**config.mk**
```make
export PLATFORM = sky130hd
export DESIGN_NAME = regfile_wb_arbiter
export DESIGN_NICKNAME = d
export VERILOG_FILES = /design/src/rtl/regfile_wb_arbiter.sv
export SDC_FILE = /design/constraint.sdc
export NUM_CORES = 1
export LEC_CHECK = 0
export ABC_CLOCK_PERIOD_IN_PS = 4100
export CAP_MARGIN = 20
export CORE_ASPECT_RATIO = 0.9
export CORE_MARGIN = 10
export CORE_UTILIZATION = 50
export CTS_CLUSTER_DIAMETER = 50
export DETAILED_ROUTE_END_ITERATION = 10
export PLACE_DENSITY = 0.76
export SKIP_LAST_GASP = 1
export SYNTH_ARGS = -nofsm -noshare
export SYNTH_HDL_FRONTEND = slang
export SYNTH_SLANG_ARGS = --single-unit
export TNS_END_PERCENT = 20
```
**constraint.sdc**
```tcl
create_clock -name clk -period 4.1 [get_ports clk]
set_clock_uncertainty 0.05 [all_clocks]
set_input_delay 0.82 -clock clk [delete_from_list [all_inputs] [get_ports clk]]
set_output_delay 0.82 -clock clk [all_outputs]
set_load 0.005 [all_outputs]
```
**src/rtl/regfile_wb_arbiter.sv**
```systemverilog
// Write-back arbiter for the register file's single write port: ALU path vs a
// buffered load path, plus a pending-write scoreboard for decode hazard checks.
module regfile_wb_arbiter #(
    parameter int AW         = 5,
    parameter int DW         = 32,
    parameter int FIFO_DEPTH = 2
) (
    input  logic          clk,
    input  logic          rst,
    input  logic          alu_valid,
    input  logic [AW-1:0] alu_wa,
    input  logic [DW-1:0] alu_wd,
    output logic          alu_ready,
    input  logic          mem_valid,
    input  logic [AW-1:0] mem_wa,
    input  logic [DW-1:0] mem_wd,
    output logic          mem_ready,
    input  logic          iss_valid,
    input  logic [AW-1:0] iss_wa,
    input  logic [AW-1:0] ra1,
    input  logic [AW-1:0] ra2,
    output logic          haz1,
    output logic          haz2,
    output logic          we,
    output logic [AW-1:0] wa,
    output logic [DW-1:0] wd
);
    localparam int PW   = $clog2(FIFO_DEPTH);
    localparam int CW   = PW + 1;
    localparam int NREG = 2 ** AW;

    logic [AW-1:0]   fifo_wa [FIFO_DEPTH];
    logic [DW-1:0]   fifo_wd [FIFO_DEPTH];
    logic [PW-1:0]   wr_ptr, rd_ptr;
    logic [CW-1:0]   count;
    logic            rr_fifo;
    logic [NREG-1:0] pending, pending_nxt;

    logic            full, empty, push, pop, alu_sel, grant, contested;
    logic [AW-1:0]   sel_wa;
    logic [DW-1:0]   sel_wd;

    assign full      = (count == CW'(FIFO_DEPTH));
    assign empty     = (count == '0);
    assign push      = mem_valid && !full;
    assign contested = alu_valid && !empty;
    // A full FIFO always beats the ALU so the load path never backs up.
    assign pop       = !empty && (!alu_valid || full || rr_fifo);
    assign alu_sel   = alu_valid && !pop;
    assign grant     = pop || alu_sel;
    assign sel_wa    = pop ? fifo_wa[rd_ptr] : alu_wa;
    assign sel_wd    = pop ? fifo_wd[rd_ptr] : alu_wd;

    assign alu_ready = alu_sel && !rst;
    assign mem_ready = !full;
    assign haz1      = pending[ra1];
    assign haz2      = pending[ra2];

    always_ff @(posedge clk) begin
        if (push) begin
            fifo_wa[wr_ptr] <= mem_wa;
            fifo_wd[wr_ptr] <= mem_wd;
        end
    end

    always_ff @(posedge clk or posedge rst) begin
        if (rst) begin
            wr_ptr  <= '0;
            rd_ptr  <= '0;
            count   <= '0;
            rr_fifo <= 1'b0;
        end else begin
            if (push) wr_ptr <= wr_ptr + PW'(1);
            if (pop)  rd_ptr <= rd_ptr + PW'(1);
            count <= count + CW'(push) - CW'(pop);
            if (contested) rr_fifo <= !pop;
        end
    end

    always_ff @(posedge clk or posedge rst) begin
        if (rst) begin
            we <= 1'b0;
            wa <= '0;
            wd <= '0;
        end else begin
            we <= grant && (sel_wa != '0);
            if (grant) begin
                wa <= sel_wa;
                wd <= sel_wd;
            end
        end
    end

    // A new issue to a register overrides the retiring write of its older value.
    always_comb begin
        pending_nxt = pending;
        if (we) pending_nxt[wa] = 1'b0;
        if (iss_valid) pending_nxt[iss_wa] = 1'b1;
        pending_nxt[0] = 1'b0;
    end

    always_ff @(posedge clk or posedge rst) begin
        if (rst) pending <= '0;
        else     pending <= pending_nxt;
    end
endmodule

```
[Word-level counts from Yosys, hierarchy flattened]
Memory sizes are Yosys's and may differ from the RTL's.
Index checks and enable logic that the tools add are counted.
Storage, ports and cells
  bits in registers: 74
  output and inout bits: 42
  memories: 2
  bits in writable memories: 74
  input bits: 94
Memory list
  fifo_wd: words 2, bits a word 32, read ports 1, clocked after memory_dff 0, write ports 1, line 33  | logic [DW-1:0] fifo_wd [FIFO_DEPTH];
  fifo_wa: words 2, bits a word 5, read ports 1, clocked after memory_dff 0, write ports 1, line 32  | logic [AW-1:0] fifo_wa [FIFO_DEPTH];
Cells by class
  bitwise operators: 3
  eq/ne operators: 1
  muxes and demuxes: 14
  magnitude comparators: 6
  add/subtract/negate cells: 4
  reduce and logical (&&, ||, !) cells: 18
Operators by type and width (number)
  2-to-1 mux 32 bit: 3
  bitwise AND 32 bit: 1
  NOT 32 bit: 1
  OR 32 bit: 1
  < comparator 5 x 6 -> 1 bit (second input constant): 4
  binary-select mux 1 bit (select 5 bit): 2
  demux 1 bit (select 5 bit): 2
  >= comparator 5 x 1 -> 1 bit (second input constant): 2
  logical AND 1 bit: 8
  2-to-1 mux 1 bit: 6
  zero test 1 bit: 5
  2-to-1 mux 5 bit: 1
  nonzero test 5 bit: 1
  logical OR 1 bit: 3
  adder 1 bit (second input constant): 2
  adder 2 x 1 -> 2 bit: 1
  equality test 2 bit (second input constant): 1
  zero test 2 bit: 1
  subtractor 2 x 1 -> 2 bit: 1

[Logic depth before layout (Yosys ltp)]
Gate-level depths: netlist (run 1).
  depth after elaboration: 9
  mapped depth: 9
  mapped depth without buffers: 7

[Worst setup path after synthesis (run 1)]
Ideal clock, no wire load.
  path kind: input port to flip-flop
  start point: input mem_valid
  end point: memory fifo_wa[0][0], enable pin
  data required time: 3619 ps
  slack: 1143 ps
  library setup time: 431 ps
  arrival: 2476 ps
  cell stages on the path: 2
  cell sequence: nand2_1 -> nor2_1
Between the ends
  word-level cells in the longest chain between the ends: 3
Ends and longest elaborated chain
  start: declaration: line 14  | input logic mem_valid,
  logical AND 1 bit: line 45  | assign push = mem_valid && !full;
  2-to-1 mux 1 bit: line 60  | if (push) begin
  2-to-1 mux 1 bit (implied by the code): line 61  | fifo_wa[wr_ptr] <= mem_wa;
  end: declaration: line 32
Every way passes these cells.

[Final worst setup path (run 1)]
  start point: input ra2[0]
  end point: output haz2
Between the ends
  word-level cells in the longest chain between the ends: 2
Ends and longest elaborated chain
  start: declaration: line 21  | input logic [AW-1:0] ra2,
  binary-select mux 1 bit (select 5 bit): line 57  | assign haz2 = pending[ra2];
  2-to-1 mux 1 bit (implied by the code): line 57
  end: declaration: line 23  | output logic haz2,
Every way passes these cells. The select of a mux whose other input is x is not followed.

==> qor.yml, run 1 <==
critical_path:
  path_class: "in -> out"
  critPathMostFrequentCell: "clkdlybuf4s50_1"
  rrSetupSlack_ps: 1880
  slowest_delay_ps: 660
  rr_endpoint: "count[1]"
  cp_data_required_time_ps: 3230
  crit_path_end_kind: "output port"
  r2r_start: "count[0]"
  path_cells: "clkdlybuf4s50_1 -> mux4_2 -> nand2b_1 -> o2111ai_1 -> nand4_1 -> clkdlybuf4s50_1"
  r2r_cells: 8
  start_kind: "primary input"
  crit_slowest_cell: "clkdlybuf4s50_1"
  worstPathArrival_ps: 2840
  crit_fanout: 7
placement:
  place_congestion: 0.884
  post-dp-hpwl_um: 11200
  dpl-instance-area_mm2: 0.00802
  port_buffers: 135
timing:
  max_freq_ghz: 0.270
  tightest_slew_ps: 942
  rsz0062_at_grt: "false"
  period_share: 0.905
  slew_headroom: 0.372
  period_minus_slack_ps: 3710
  tns_ps: 0
  setup_viol: 0
  hold_viol_final: 0
  final_max_slew_viol_count: 0
finish:
  final_cell_area_mm2: 0.00857
  drive_above_1_share: 0.129
  n_antenna_cell: 0
  fillers: 908
  syn2layout_area_growth_pct: 31.4
  finish.net_count: 733
  fin_util: 0.673
clocking:
  cts_buffers: 17
  cts_tree: "done"
  cts_root_buffer: "clkbuf_16"
  clock_sinks: 148
  htreeDepth: 4
  cts_hold_buf: 0
  clk_pin_slew_ps: 50
  clock_latency_ps: 410
  cts_buffer_depth: 2
  cts_resized: 0
  cts_setup_buffers: 0
yosys:
  synthDistinctLibCells: 35
  ys_ff_latch: 148
  synth_edf_count: 74
  ys_async_sr_fraction: 0.500
  syn_area_mm2: 0.00652
  ys.flop_type: "edfxtp_1"
  synth_nets: 598
  yosysWarningCount: 0
  yosysSeqAreaShare: 0.625
  synthesis.instances: 502
  synth.avg_cell_area_um2: 13.0
global_route:
  met2_usage: 0.279
  met1_usage: 0.209
  grt_pass1_wl_um: 25300
  grt.total_usage: 0.175
  grt_max_degree: 76
  gr-total-overflow: 0
  grt.busiest_layer: "met2"
  grt_pass1_vias: 4853
  use_met3: 0.0813
  antenna_found_initial: 0
hold_path:
  min_from: "rr_fifo"
  whs_path_depth: 2
  hold_end: "rr_fifo"
  hold_path.class: "reg -> reg"
drt:
  drtIter0Drc: 509
  wirelength_um: 15800
  ant_nets: 0
  drcViolationCount: 0
  viasPerCell: 5.59
  vias: 4548
  wl_per_cell_um: 19.4
  drt-pass1-iter-count: 7
pwr:
  total_leakage_power_nw: 3.26
  max-vdd-ir-drop_v: 0.000361
  power_density_mw_per_mm2: 707
floorplan:
  die_y_um: 128
  core_mm2: 0.0127
  initial_core_util: 0.512
  die_area_mm2: 0.0180
  rows: 39
  io_pins: 136
  die-width_um: 140
run_status:
  status: "completed"
flow_run:
  max_cap_viol_count: 0
report_power, final:
group / internal, W / switching (W)
registers: 0.00215 / 0.000439
clock network: 0.000902 / 0.000542
logic: 0.00111 / 0.000916
total: 0.00416 / 0.00190
sequential cells by signal (all words and copies together), names as in the netlist:
name,cells
count,2
fifo_wa,10
fifo_wd,64
pending,31
rd_ptr,1
rr_fifo,1
wa,5
wd,32
we,1
wr_ptr,1
layout make-up:
class | count | area (um^2) | share of cell area
flip-flops and latches | 148 | 4080 | 0.476
clock inverters | 8 | 87.6 | 0.0102
inverters | 4 | 15.0 | 0.00175
well taps | 164 | 205 | 0.0239
multi-input cells | 324 | 2320 | 0.271
clock buffers | 24 | 462 | 0.0539
repair buffers | 142 | 1400 | 0.164
critical path: cells and delay by family:
family / cells / cell delay (ps)
buffers and inverters: 2 / 1130
muxes: 1 / 530
and+or+nand+nor: 2 / 260
AOI/OAI and AO/OA: 1 / 100
metrics by stage:
stage / setup slack, ps / instances / total power (W) / hold WS, ps
floorplan: 1140 / 502 / 0.00372 / 387
global placement: 382 / 782 / 0.00456 / 402
detailed placement: 379 / 782 / 0.00465 / 409
CTS: 376 / 814 / 0.00611 / 423
global route: 226 / 814 / 0.00643 / 456
finish: 390 / 814 / 0.00606 / 419
routing by layer:
metal	share of wire	wire length, um
met3	0.092	1460
met4	0.014	217
met2	0.48	7540
met1	0.42	6560
met5	0	0
cells in the final DEF (no fill, tap or decap), drive strengths merged, types with 2 or more instances in the layout:
| master | synthesis | routed |
|---|---|---|
| edfxtp | 74 | 74 |
| or3 | 2 | 2 |
| mux2 | 37 | 37 |
| nor3 | 4 | 4 |
| clkdlybuf4s50 | 0 | 135 |
| nand3 | 12 | 12 |
| a21oi | 7 | 7 |
| mux2i | 55 | 55 |
| nand2 | 44 | 44 |
| clkbuf | 10 | 24 |
| buf | 16 | 7 |
| a211oi | 3 | 3 |
| nor2 | 7 | 7 |
| inv | 4 | 4 |
| o2111ai | 2 | 2 |
| bufinv | 0 | 2 |
| clkinv | 0 | 6 |
| nor2b | 4 | 4 |
| xnor2 | 3 | 3 |
| ha | 2 | 2 |
| nand3b | 11 | 11 |
| o21ai | 100 | 100 |
| dfrtp | 74 | 74 |
| mux4 | 6 | 6 |
| or3b | 6 | 6 |
| a22oi | 4 | 4 |
| o211ai | 2 | 2 |
| nand4 | 2 | 2 |
| nand2b | 5 | 5 |
cells in the mapped netlist (all sizes together), types with 2 or more instances:
master	number	area (um^2)
a211oi	3	22.5
a21oi	7	35.0
a22oi	4	30.0
buf	16	88.8
clkbuf	10	37.5
dfrtp	74	1850
edfxtp	74	2220
ha	2	25.0
inv	4	15.0
mux2	37	417
mux2i	55	551
mux4	6	135
nand2	44	165
nand2b	5	31.3
nand3	12	60.1
nand3b	11	82.6
nand4	2	12.5
nor2	7	26.3
nor2b	4	25.0
nor3	4	20.0
o2111ai	2	17.5
o211ai	2	15.0
o21ai	100	500
or3	2	12.5
or3b	6	52.6
xnor2	3	26.3
worst max-delay path by stage:
stage | from | endpoint | cells past startpoint
2_1_floorplan | mem_valid | fifo_wa[0][0] | 2
3_3_place_gp | ra1[0] | haz1 | 6
3_5_place_dp | ra1[0] | haz1 | 6
4_1_cts | ra1[0] | haz1 | 6
5_1_grt | ra1[0] | haz1 | 6
6_report | ra2[0] | haz2 | 6
cell families after synthesis:
group	Yosys count	share of synthesized area
mux	98	0.169
buf+inv	30	0.0217
xor+xnor	4	0.00537
simple gates	101	0.0791
fa+ha+maj	2	0.00384
compound gates	119	0.0963
flops	148	0.625
(Power assumes the default switching activity.)
==> inputs of run 2 (changes only) <==
- MAX_ROUTING_LAYER: default -> met4
==> run 2 against run 1 <==
  * Sequential cell count unchanged
  * Fmax fell by 0.71%
  * Total power grew 1.9%
  * Critical path depth unchanged
  * First-iteration DRC count is 27% lower
  * Wire length grew 4.0%
  * Largest cell class unchanged
  * Non-clock buffer count stayed put
  * Combinational power barely moved
  * Setup slack lost 27 ps
  * Core utilization is 0.24 points higher
  * Sequential share of layout area down 0.17 points
  * Hold slack better by 8.7 ps
==> qor.yml, run 2 (synthesis results as in run 1) <==
finish:
  finish.net_count: 733  # unchanged
  layout_commonest_cell: "clkdlybuf4s50_1"
  reg.largest.list: "fifo_wd (64), wd (32), pending (31)"
  final_cell_mix: "clkdlybuf4s50_1, o21ai_0, edfxtp_1"
  stdcell_count: 815  # +0.12%
  fillers: 907  # -0.11%
  largest-register: "fifo_wd"
  fin_util: 0.675  # +0.00236
  drive_above_1_share: 0.135  # +0.00615
  largest_reg_flops: 64  # unchanged
  syn2layout_area_growth_pct: 31.9
timing:
  slew_headroom: 0.346  # -0.0261
  rsz0062_at_grt: "false"
  fin_ws_ps: 364  # -26.6 ps
  final_max_slew_viol_count: 0  # unchanged
  period_minus_slack_ps: 3740  # +26.5 ps
  max_freq_ghz: 0.268  # -0.71%
  tns_ps: 0  # unchanged
  period_share: 0.911  # +0.00648
  setup_viol: 0  # unchanged
  tightest_slew_ps: 981  # +39.1 ps
  hold_viol_final: 0  # unchanged
hold_path:
  hold_end: "wd[22]"
  hold_path.class: "reg -> reg"
  min_from: "wd[22]"
  whs_path_depth: 2  # unchanged
placement:
  dp.cells: 782  # unchanged
  port_buffers: 135  # unchanged
  pre_cts_slack_ps: 355  # -24.8 ps
  place_congestion: 0.889  # +0.65%
  post-dp-hpwl_um: 11600  # +3.5%
global_route:
  gr-total-overflow: 0  # unchanged
  grt.total_usage: 0.188  # +0.0135
  antenna_found_initial: 1  # +1
  grt_pass1_wl_um: 26200  # +3.6%
  grt_pass1_vias: 4966  # +2.3%
  grt_max_degree: 76  # unchanged
drt:
  drcViolationCount: 0  # unchanged
  ant_nets: 0  # unchanged
  drtIter0Drc: 371  # -27%
  viasPerCell: 5.65  # +1.1%
  drt-pass1-iter-count: 5  # -2
  wl_per_cell_um: 20.1  # +3.9%
  vias: 4605  # +1.3%
  wirelength_um: 16400  # +4.0%
floorplan:
  die-width_um: 140  # unchanged
  initial_core_util: 0.512  # unchanged
  io_pins: 136  # unchanged
  rows: 39  # unchanged
  die_area_mm2: 0.0180  # unchanged
  die_y_um: 128  # unchanged
  core_mm2: 0.0127  # unchanged
clocking:
  clk_pin_slew_ps: 60  # about the same
  cts_buffers: 17  # unchanged
  cts_root_buffer: "clkbuf_16"
  cts_resized: 0  # unchanged
  cts_tree: "done"
  cts_hold_buf: 0  # unchanged
  htreeDepth: 4  # unchanged
  clock_sinks: 148  # unchanged
  cts_buffer_depth: 2  # unchanged
  cts_setup_buffers: 0  # unchanged
  clock_latency_ps: 420  # about the same
critical_path:
  rrSetupSlack_ps: 1870  # about the same
  start_kind: "primary input"
  cp_data_required_time_ps: 3230  # about the same
  crit_path_end_kind: "output port"
  rr_endpoint: "count[1]"
  worstPathArrival_ps: 2870  # +30 ps
  crit_fanout: 7  # unchanged
  path_class: "in -> out"
  r2r_cells: 8  # unchanged
  r2r_start: "count[0]"
pwr:
  max-vdd-ir-drop_v: 0.000378  # +4.7%
  total_leakage_power_nw: 3.28  # +0.43%
  power_density_mw_per_mm2: 718  # +1.5%
run_status:
  status: "completed"
flow_run:
  max_cap_viol_count: 0  # unchanged
-- run 2: cell types whose count changed in the layout (fill, tap and decap cells not counted), sizes merged --
cell,before,now
clkinvlp,0,1
diode,0,1
clkbuf,24,21
clkinv,6,7
bufinv,2,3
-- run 2: cell type report --
cell class	instances	area, um^2	area share
Inverter	4	15.0	0.00175
Clock buffer	21	440	0.0512
Timing Repair Buffer	142	1400	0.163
Clock inverter	11	136	0.0159
Multi-Input combinational cell	324	2320	0.270
Sequential cell	148	4080	0.474
Antenna cell	1	2.50	0.000291
Tap cell	164	205	0.0239
-- run 2: worst max-delay path by stage --
stage | start | end | slack (ps)
after detailed placement | ra1[0] | haz1 | 350
after CTS | ra1[0] | haz1 | 350
final | ra2[0] | haz2 | 360
after global routing | ra2[0] | haz2 | 230
after global placement | ra2[0] | haz2 | 390
after floorplan | mem_valid | fifo_wa[0][0] | 1140
-- run 2: power breakdown --
group	leakage, nW	internal (W)	switching (W)
Combinational	1.44	0.00111	0.000933
Sequential	1.55	0.00215	0.000458
Clock	0.284	0.000949	0.000570
-- run 2: critical path: stages --
cell and delay (ps):
clkdlybuf4s50_1 660, mux4_2 540, nand2b_1 150, o2111ai_1 100
nand4_1 130, clkdlybuf4s50_1 470
-- run 2: routing by layer --
| layer | vias to the layer above | part of all wire | GRT usage |
|---|---|---|---|
| li1 | 2141 | - | - |
| met1 | 2255 | 0.42 | 0.225 |
| met2 | 186 | 0.48 | 0.290 |
| met3 | 23 | 0.082 | 0.0655 |
| met4 | 0 | 0.015 | 0.0692 |
| met5 | - | 0 | - |
-- run 2: metrics by stage --
stage / hold WS [ps] / instance area (um^2) / power [W]
2_1_floorplan: 387 / 6520 / 0.00372
3_3_place_gp: 401 / 8020 / 0.00458
3_5_place_dp: 422 / 8020 / 0.00466
4_1_cts: 435 / 8600 / 0.00621
5_1_grt: 468 / 8600 / 0.00653
6_report: 428 / 8600 / 0.00617
==> inputs of run 3 (changes only) <==
- CORE_UTILIZATION: 50 -> 43
- PLACE_DENSITY: 0.76 -> 0.67
==> run 3 against run 2 <==
  * Design area increased by 0.86%
  * First-iteration DRC count decreased by 19%
  * Cell count increased by 4.3%
  * Critical path depth unchanged
  * Sequential power about the same
  * Combinational power about the same
  * Critical endpoint unchanged
  * Largest power group unchanged
  * Highest routed layer unchanged
==> qor.yml, run 3 (synthesis results as in run 1) <==
finish:
  largest_reg_flops: 64  # unchanged
  largest-register: "fifo_wd"
  drive_above_1_share: 0.129  # -0.00595
  layout_commonest_cell: "clkdlybuf4s50_1"
  final_cell_mix: "clkdlybuf4s50_1, o21ai_0, edfxtp_1"
  finish.net_count: 732  # -0.14%
  final_cell_area_mm2: 0.00867  # +0.86%
  stdcell_count: 850  # +4.3%
  reg.largest.list: "fifo_wd (64), wd (32), pending (31)"
  syn2layout_area_growth_pct: 33.0
  fillers: 1151  # +27%
global_route:
  gr-total-overflow: 0  # unchanged
  met2_usage: 0.249  # -0.0409
  grt_max_degree: 49  # -36%
  use_met3: 0.0611  # -0.00439
  grt_pass1_vias: 4737  # -4.6%
  grt.total_usage: 0.166  # -0.0222
  met1_usage: 0.206  # -0.0194
  grt.busiest_layer: "met2"
  grt_pass1_wl_um: 25700  # -1.9%
  antenna_found_initial: 3  # +2
critical_path:
  crit_start: "ra2[0]"
  start_kind: "primary input"
  worstPathArrival_ps: 2910  # +40 ps
  path_class: "in -> out"
  crit_fanout: 7  # unchanged
  cp_data_required_time_ps: 3230  # about the same
  r2r_cells: 8  # unchanged
  crit_path_end_kind: "output port"
  rrSetupSlack_ps: 1860  # about the same
  rr_endpoint: "count[1]"
  r2r_start: "count[0]"
  cp-endpoint: "haz2"
drt:
  wirelength_um: 16200  # -1.4%
  drcViolationCount: 0  # unchanged
  viasPerCell: 5.33  # -5.6%
  vias: 4532  # -1.6%
  drtIter0Drc: 299  # -19%
  ant_nets: 0  # unchanged
  wl_per_cell_um: 19.0  # -5.5%
  drt-pass1-iter-count: 5  # unchanged
clocking:
  cts_setup_buffers: 0  # unchanged
  clk_pin_slew_ps: 50  # about the same
  htreeDepth: 4  # unchanged
  cts_buffers: 17  # unchanged
  cts_hold_buf: 0  # unchanged
  cts_resized: 0  # unchanged
  cts_root_buffer: "clkbuf_16"
  clock_latency_ps: 410  # about the same
  cts_buffer_depth: 2  # unchanged
  clock_sinks: 148  # unchanged
  cts_tree: "done"
timing:
  rsz0062_at_grt: "false"
  tns_ps: 0  # unchanged
  period_minus_slack_ps: 3780  # +47.2 ps
  slew_headroom: 0.357  # +0.0113
  fin_ws_ps: 317  # -47.2 ps
  max_freq_ghz: 0.264  # -1.2%
  tightest_slew_ps: 964  # -16.9 ps
  holdWs_ps: 429  # +1.02 ps
  setup_viol: 0  # unchanged
  period_share: 0.923  # +0.0115
  final_max_slew_viol_count: 0  # unchanged
  hold_viol_final: 0  # unchanged
placement:
  place_congestion: 0.846  # -4.9%
  port_buffers: 135  # unchanged
  dpl-instance-area_mm2: 0.00806  # +0.44%
  post-dp-hpwl_um: 11700  # +1.3%
  dp.cells: 815  # +4.2%
  pre_cts_slack_ps: 298  # -56.4 ps
floorplan:
  die_area_mm2: 0.0205  # +14%
  die_y_um: 137  # +6.6%
  io_pins: 136  # unchanged
  initial_core_util: 0.442  # -0.0704
  core_mm2: 0.0148  # +16%
  rows: 42  # +7.7%
  die-width_um: 150  # +6.7%
pwr:
  power_density_mw_per_mm2: 714  # -0.48%
  max-vdd-ir-drop_v: 0.000351  # -7.0%
  total_leakage_power_nw: 3.29  # +0.22%
flow_run:
  max_cap_viol_count: 0  # unchanged
hold_path:
  hold_path.class: "reg -> reg"
run_status:
  status: "completed"
run 3: cell count changes in the layout (fill, tap and decap cells not counted), sizes merged:
cell	delta
clkbuf	+8
clkinv	-7
diode	+2
buf	-1
clkinvlp	-1
run 3: metrics by stage:
stage                     power, W  utilization
final                      0.00620        0.587
after global routing       0.00658        0.587
after CTS                  0.00627        0.587
after detailed placement   0.00467        0.546
after global placement     0.00460        0.546
after floorplan            0.00372            -
run 3: worst max-delay path, cell delays in order:
cell and delay (ps):
clkdlybuf4s50_1 670, mux4_2 540, nand2b_1 150, o2111ai_1 140, nand4_1 120, clkdlybuf4s50_1 470
run 3: layout make-up:
| cell class | instances | area [um^2] | area share |
|---|---|---|---|
| diodes | 3 | 7.51 | 0.000866 |
| clock buffers | 29 | 520 | 0.0600 |
| clock inverters | 3 | 90.1 | 0.0104 |
| inverters | 4 | 15.0 | 0.00173 |
| multi-input cells | 324 | 2320 | 0.268 |
| flip-flops and latches | 148 | 4080 | 0.470 |
| well taps | 198 | 248 | 0.0286 |
| repair buffers | 141 | 1400 | 0.161 |
run 3: how the worst min path moves through the flow:
stage                     cells past startpoint  endpoint  slack (ps)    start
after floorplan                               2   rr_fifo         390  rr_fifo
after global placement                        2   rr_fifo         410  rr_fifo
after detailed placement                      2   rr_fifo         410  rr_fifo
after CTS                                     2   rr_fifo         430  rr_fifo
after global routing                          2    wd[28]         450   wd[28]
final                                         2     wd[3]         430    wd[3]
run 3: report_power, final:
group	leakage [nW]	total [W]	switching, W	internal, W
Combinational	1.44	0.00202	0.000909	0.00111
Clock	0.296	0.00158	0.000536	0.00104
Sequential	1.55	0.00260	0.000449	0.00215
run 3: routing by layer:
| metal | vias up | routed length (um) |
|---|---|---|
| met4 | 0 | 143 |
| met5 | - | 0 |
| met3 | 15 | 1330 |
| li1 | 2154 | - |
| met2 | 172 | 7390 |
| met1 | 2191 | 7310 |
